--- src/rtl/imem_loader.sv ---
// Length-prefixed byte-stream loader: assembles big-endian 16-bit words into instruction memory and holds the CPU until done.
// Optional trailing XOR checksum byte enabled by defining IMEM_LOADER_CKSUM_EN.
module imem_loader #(
    parameter int unsigned DEPTH  = 256,
    parameter int unsigned ADDR_W = 8
) (
    input  logic              clk,
    input  logic              rst_n,
    input  logic              in_valid,
    input  logic [7:0]        in_data,
    output logic              in_ready,
    output logic              wr_en,
    output logic [ADDR_W-1:0] wr_addr,
    output logic [15:0]       wr_data,
    output logic              cpu_hold,
    output logic              done,
    output logic              error
);

    typedef enum logic [2:0] {
        S_HDR_HI,
        S_HDR_LO,
        S_DAT_HI,
        S_DAT_LO,
        S_DONE,
        S_ERR
`ifdef IMEM_LOADER_CKSUM_EN
        , S_CKSUM
`endif
    } state_t;

`ifdef IMEM_LOADER_CKSUM_EN
    localparam state_t S_END = S_CKSUM;
`else
    localparam state_t S_END = S_DONE;
`endif

    state_t              state_q, state_d;
    logic [7:0]          cnt_hi_q, cnt_hi_d;
    logic [15:0]         remaining_q, remaining_d;
    logic [7:0]          hi_q, hi_d;
    logic                wr_en_q, wr_en_d;
    logic [ADDR_W-1:0]   wr_addr_q, wr_addr_d;
    logic [15:0]         wr_data_q, wr_data_d;
    logic                accept;
    logic [15:0]         word_count;
`ifdef IMEM_LOADER_CKSUM_EN
    logic [7:0]          xor_q, xor_d;
`endif

    assign word_count = {cnt_hi_q, in_data};
    assign accept     = in_valid && in_ready;

    always_comb begin
        in_ready = 1'b0;
        case (state_q)
            S_HDR_HI, S_HDR_LO, S_DAT_HI, S_DAT_LO: in_ready = 1'b1;
`ifdef IMEM_LOADER_CKSUM_EN
            S_CKSUM:                                in_ready = 1'b1;
`endif
            default:                                in_ready = 1'b0;
        endcase
    end

    always_comb begin
        state_d     = state_q;
        cnt_hi_d    = cnt_hi_q;
        remaining_d = remaining_q;
        hi_d        = hi_q;
        wr_en_d     = 1'b0;
        wr_data_d   = wr_data_q;
        wr_addr_d   = wr_en_q ? wr_addr_q + ADDR_W'(1) : wr_addr_q;
`ifdef IMEM_LOADER_CKSUM_EN
        xor_d       = xor_q;
        if (accept && state_q != S_CKSUM) begin
            xor_d = xor_q ^ in_data;
        end
`endif
        if (accept) begin
            case (state_q)
                S_HDR_HI: begin
                    cnt_hi_d = in_data;
                    state_d  = S_HDR_LO;
                end
                S_HDR_LO: begin
                    remaining_d = word_count;
                    if (32'(word_count) > DEPTH) begin
                        state_d = S_ERR;
                    end else if (word_count == 16'd0) begin
                        state_d = S_END;
                    end else begin
                        state_d = S_DAT_HI;
                    end
                end
                S_DAT_HI: begin
                    hi_d    = in_data;
                    state_d = S_DAT_LO;
                end
                S_DAT_LO: begin
                    wr_data_d   = {hi_q, in_data};
                    wr_en_d     = 1'b1;
                    remaining_d = remaining_q - 16'd1;
                    state_d     = (remaining_q == 16'd1) ? S_END : S_DAT_HI;
                end
`ifdef IMEM_LOADER_CKSUM_EN
                S_CKSUM: begin
                    state_d = (in_data == xor_q) ? S_DONE : S_ERR;
                end
`endif
                default: state_d = state_q;
            endcase
        end
    end

    always_ff @(posedge clk) begin
        if (!rst_n) begin
            state_q     <= S_HDR_HI;
            cnt_hi_q    <= '0;
            remaining_q <= '0;
            hi_q        <= '0;
            wr_en_q     <= 1'b0;
            wr_addr_q   <= '0;
            wr_data_q   <= '0;
`ifdef IMEM_LOADER_CKSUM_EN
            xor_q       <= '0;
`endif
        end else begin
            state_q     <= state_d;
            cnt_hi_q    <= cnt_hi_d;
            remaining_q <= remaining_d;
            hi_q        <= hi_d;
            wr_en_q     <= wr_en_d;
            wr_addr_q   <= wr_addr_d;
            wr_data_q   <= wr_data_d;
`ifdef IMEM_LOADER_CKSUM_EN
            xor_q       <= xor_d;
`endif
        end
    end

    // DONE is entered on the last LO byte; masking with the write strobe delays done past that write.
    assign done     = (state_q == S_DONE) && !wr_en_q;
    assign error    = (state_q == S_ERR);
    assign cpu_hold = !done;
    assign wr_en    = wr_en_q;
    assign wr_addr  = wr_addr_q;
    assign wr_data  = wr_data_q;

endmodule

--- config.mk ---
export PLATFORM = sky130hd
export DESIGN_NAME = imem_loader
export DESIGN_NICKNAME = d
export VERILOG_FILES = /design/src/rtl/imem_loader.sv
export SDC_FILE = /design/constraint.sdc
export NUM_CORES = 1
export LEC_CHECK = 0
export CORE_MARGIN = 2
export CORE_UTILIZATION = 54
export DETAILED_ROUTE_END_ITERATION = 10
export PLACE_DENSITY = 0.91
export SLEW_MARGIN = 20
export SYNTH_ARGS = -nofsm -noshare
export SYNTH_HDL_FRONTEND = slang
export SYNTH_SLANG_ARGS = --single-unit
--- constraint.sdc ---
create_clock -name clk -period 2.04 [get_ports clk]
set_input_delay 0.408 -clock clk [delete_from_list [all_inputs] [get_ports clk]]
set_output_delay 0.408 -clock clk [all_outputs]
set_load 0.02 [all_outputs]
==> results of run 1 <==
[sequential cells by signal, indices dropped and copies added, names as in the netlist]
signal	flops
remaining_q	16
wr_en	1
wr_data	16
cnt_hi_q	8
hi_q	8
state_q	3
wr_addr	8
[through the flow]
step	setup TNS, ns	instances	worst slack [ns]	hold WS (ns)
5_1_grt	0	472	0.06462	0.4755
3_5_place_dp	-0.02333	456	-0.02333	0.4471
4_1_cts	0	472	0.02291	0.4589
3_3_place_gp	0	456	0.06046	0.4424
2_1_floorplan	0	338	0.3347	0.4312
6_report	0	472	0.08844	0.4585
[cell families (layout without fill, tap and decap cells)]
family	Yosys count	count (layout)	synth area share, %
AND/OR/NAND/NOR	153	153	27.41
XOR/XNOR	6	6	1.900
AO/OA/AOI/OAI	79	79	18.18
multiplexers	10	10	3.664
buffers and inverters	27	91	4.071
flip-flops	60	60	43.42
adder cells (fa/ha/maj)	3	3	1.357
[cell usage after synthesis, drive strengths merged (7+ instances only)]
cell type	instances
nor4	9
a211oi	7
a21oi	34
mux2i	9
or3	8
clkbuf	13
buf	8
o21ai	9
nand2	69
nor3	10
nor2	25
dfxtp	60
[area by class of cell]
cell class | count | area [um2]
multi-input cells | 251 | 1453
flip-flops and latches | 60 | 1201
inverters | 6 | 22.52
fillers | 389 | 1414
repair buffers | 69 | 639.4
clock buffers | 10 | 127.6
clock inverters | 6 | 65.06
well taps | 70 | 87.58
[per-layer routing]
layer / up-vias / GRT usage [%]
met5: - / 0
met4: 0 / 15.20
met3: 43 / 9.524
met2: 176 / 49.08
met1: 1406 / 37.26
li1: 1332 / -
[worst max-delay path: cells and delay by family, from the launching register on]
| family | cells | cell delay, ns |
|---|---|---|
| AND/OR/NAND/NOR | 2 | 0.40 |
| flip-flops | 1 | 0.31 |
| buffers and inverters | 3 | 0.47 |
[final timing paths]
path / to / slack [ns] / cells past startpoint
max reg2reg: state_q[2]$_SDFFE_PN0P_ / 0.30 / 4
min reg2reg: wr_data[10]$_SDFFE_PN0P_ / 0.46 / 2
min: wr_data[10]$_SDFFE_PN0P_ / 0.46 / 2
max: done / 0.09 / 5
[power breakdown]
group / internal [W] / switching [W]
Clock: 0.000564 / 0.000503
Sequential: 0.00122 / 0.0000611
Combinational: 0.000203 / 0.000298
[placed cells by master, fill, tap and decap left out, types with 4 or more instances in the layout]
cell type and instances:
sky130_fd_sc_hd__nand2_1 67, sky130_fd_sc_hd__dfxtp_1 60, sky130_fd_sc_hd__clkdlybuf4s50_1 35, sky130_fd_sc_hd__a21oi_1 34, sky130_fd_sc_hd__buf_4 28, sky130_fd_sc_hd__nor2_1 24, sky130_fd_sc_hd__nor3_1 10, sky130_fd_sc_hd__mux2i_1 9
sky130_fd_sc_hd__o21ai_0 9, sky130_fd_sc_hd__clkbuf_8 9, sky130_fd_sc_hd__or3_1 8, sky130_fd_sc_hd__nor4_1 7, sky130_fd_sc_hd__a211oi_1 7, sky130_fd_sc_hd__nand4_1 6, sky130_fd_sc_hd__nand3_1 6, sky130_fd_sc_hd__o211ai_1 6
sky130_fd_sc_hd__inv_1 5, sky130_fd_sc_hd__xor2_1 5, sky130_fd_sc_hd__a311oi_1 5, sky130_fd_sc_hd__and3_1 4, sky130_fd_sc_hd__nor3b_1 4
==> flow_results.xml, run 1 <==
<?xml version="1.0" encoding="UTF-8"?>
<metrics>
  <group name="run_status">
    <metric name="outcome" unit="">completed</metric>
  </group>
  <group name="route">
    <metric name="highest_layer" unit="">met4</metric>
    <metric name="drcViolationCount" unit="">0</metric>
    <metric name="detail_route.first_pass.iterations" unit="">5</metric>
    <metric name="met3RoutedLength" unit="um">799</metric>
    <metric name="dr_wl_met2" unit="um">3982</metric>
    <metric name="drt_first_iter_violations" unit="">633</metric>
    <metric name="vias" unit="">2957</metric>
    <metric name="wl_met1" unit="um">3379</metric>
    <metric name="drt-vias-per-instance" unit="">6.265</metric>
    <metric name="detail_route.wirelength" unit="um">8503</metric>
    <metric name="route.antenna.remaining_nets" unit="">0</metric>
    <metric name="wire_per_inst" unit="um">18.01</metric>
  </group>
  <group name="logic_synthesis">
    <metric name="synthesis.yosys.warnings" unit="">0</metric>
    <metric name="synth_cells" unit="">338</metric>
    <metric name="syn_area_per_cell" unit="um2">8.185</metric>
    <metric name="yosysSeqAreaShare" unit="%">43.42</metric>
    <metric name="post_synth_edffs" unit="">0</metric>
    <metric name="synthDominantCellAreaShare" unit="%">43.42</metric>
    <metric name="ys_types" unit="">48</metric>
    <metric name="synth_top_cell_by_area" unit="">sky130_fd_sc_hd__dfxtp_1</metric>
    <metric name="synthesis.area" unit="um2">2766</metric>
    <metric name="dominantRegCellSynth" unit="">sky130_fd_sc_hd__dfxtp_1</metric>
    <metric name="asyncSetResetFlopFracSynth" unit="%">0</metric>
    <metric name="netlist_top_cells_area" unit="">sky130_fd_sc_hd__dfxtp_1 43%, sky130_fd_sc_hd__nand2_1 9.1%, sky130_fd_sc_hd__a21oi_1 6.2%, sky130_fd_sc_hd__mux2i_1 3.3%, sky130_fd_sc_hd__nor2_1 3.3%</metric>
    <metric name="synth_fp_nets" unit="">352</metric>
    <metric name="synth-seq-cells" unit="">60</metric>
  </group>
  <group name="global_route">
    <metric name="first_pass_grt_wire_length" unit="um">12810</metric>
    <metric name="global_route.usage.total" unit="%">30.62</metric>
    <metric name="grt_pass1_vias" unit="">2665</metric>
    <metric name="antenna_found_initial" unit="">0</metric>
    <metric name="grt_start_max_net_pins" unit="">22</metric>
    <metric name="global_route.overflow_total" unit="">0</metric>
  </group>
  <group name="floorplan">
    <metric name="boundaryPins" unit="">40</metric>
    <metric name="rows" unit="">26</metric>
    <metric name="floorplan.die.width" unit="um">75.58</metric>
    <metric name="die-area" unit="um2">5712</metric>
    <metric name="die_height" unit="um">75.58</metric>
    <metric name="initial_utilization" unit="%">55.22</metric>
    <metric name="core_footprint" unit="um2">5010</metric>
  </group>
  <group name="sta">
    <metric name="skew" unit="ns">0.01078</metric>
    <metric name="finalCritPeriodShare" unit="%">95.66</metric>
    <metric name="timing.final.hold_violations" unit="">0</metric>
    <metric name="finalCriticalPeriod" unit="ns">1.952</metric>
    <metric name="report.final.setup_viol" unit="">0</metric>
    <metric name="rsz0062_at_grt" unit="">false</metric>
    <metric name="worst_pin_slew" unit="ns">0.5346</metric>
    <metric name="max_freq" unit="GHz">0.5124</metric>
    <metric name="slew_violations" unit="">0</metric>
    <metric name="timing.slew.headroom" unit="%">64.03</metric>
  </group>
  <group name="clock_tree">
    <metric name="holdBufCountCts" unit="">0</metric>
    <metric name="clock_sinks" unit="">60</metric>
    <metric name="clock_tree.buffer_depth" unit="">2</metric>
    <metric name="cts_resized" unit="">3</metric>
    <metric name="clk_pin_slew" unit="ns">0.07</metric>
    <metric name="cts_root_buffer" unit="">sky130_fd_sc_hd__clkbuf_8</metric>
    <metric name="cts-htree-levels" unit="">3</metric>
    <metric name="tritoncts.num_buffers" unit="">9</metric>
    <metric name="tritoncts" unit="">built</metric>
    <metric name="postCtsSetupRepairBufs" unit="">0</metric>
    <metric name="insertion_delay" unit="ns">0.35</metric>
  </group>
  <group name="critical_path">
    <metric name="req_time_crit_path" unit="ns">1.63</metric>
    <metric name="setup_crit_start_kind" unit="">flip-flop</metric>
    <metric name="cp_common_cell" unit="">sky130_fd_sc_hd__inv_1</metric>
    <metric name="path_class" unit="">flip-flop to output port</metric>
    <metric name="cell_with_the_largest_stage_delay_on_the_worst_path" unit="">sky130_fd_sc_hd__or3_1</metric>
    <metric name="rr_startpoint" unit="">remaining_q[6]$_SDFFE_PN0P_</metric>
    <metric name="timing.critical_path.slowest_cell_delay" unit="ns">0.35</metric>
    <metric name="crit_path_end_kind" unit="">output port</metric>
    <metric name="cp_cell_sequence" unit="">inv_1 -&gt; nand2_1 -&gt; or3_1 -&gt; inv_1 -&gt; dlygate4sd2_1</metric>
    <metric name="worstPathArrival" unit="ns">1.54</metric>
    <metric name="cp_max_fo" unit="">2</metric>
    <metric name="timing.critical_path.from" unit="">state_q[1]$_SDFFE_PN0P_</metric>
  </group>
  <group name="placement">
    <metric name="port-buffer-count" unit="">39</metric>
    <metric name="dpl_cell_area" unit="um2">3405</metric>
    <metric name="routabilityCongestion" unit="">0.9421</metric>
    <metric name="detailed_placement_hpwl" unit="um">5772</metric>
  </group>
  <group name="power_and_ir_drop">
    <metric name="cellPowerDensity" unit="nW/um2">792.2</metric>
    <metric name="leakage" unit="nW">1.297</metric>
    <metric name="irDropWorstVdd" unit="uV">482.0</metric>
    <metric name="p_total" unit="W">0.002849</metric>
  </group>
  <group name="min_path">
    <metric name="worstHoldPathType" unit="">flip-flop to flip-flop</metric>
    <metric name="hold_start" unit="">wr_data[10]$_SDFFE_PN0P_</metric>
  </group>
  <group name="finish">
    <metric name="cell_area_after_layout" unit="um2">3596</metric>
    <metric name="antennaDiodeCount" unit="">0</metric>
    <metric name="areaGrowthSynthToFinish" unit="%">29.99</metric>
    <metric name="post_route_cells_drive_above_1_share" unit="%">13.18</metric>
    <metric name="finish.utilization" unit="%">71.78</metric>
    <metric name="layout.nets" unit="">411</metric>
  </group>
  <group name="run">
    <metric name="max-cap-violations" unit="">0</metric>
  </group>
</metrics>
Note: power is estimated with default switching activity, not from simulation.
==> run 2, diff against run 1 <==
--- a/config.mk
+++ b/config.mk
@@ -8,7 +8,9 @@
 export CORE_MARGIN = 2
 export CORE_UTILIZATION = 54
 export DETAILED_ROUTE_END_ITERATION = 10
+export HOLD_SLACK_MARGIN = 0.06
 export PLACE_DENSITY = 0.91
+export SKIP_LAST_GASP = 1
 export SLEW_MARGIN = 20
 export SYNTH_ARGS = -nofsm -noshare
 export SYNTH_HDL_FRONTEND = slang
==> results of run 2 <==
The final DEF is identical to that of run 1; final timing and power are the same.
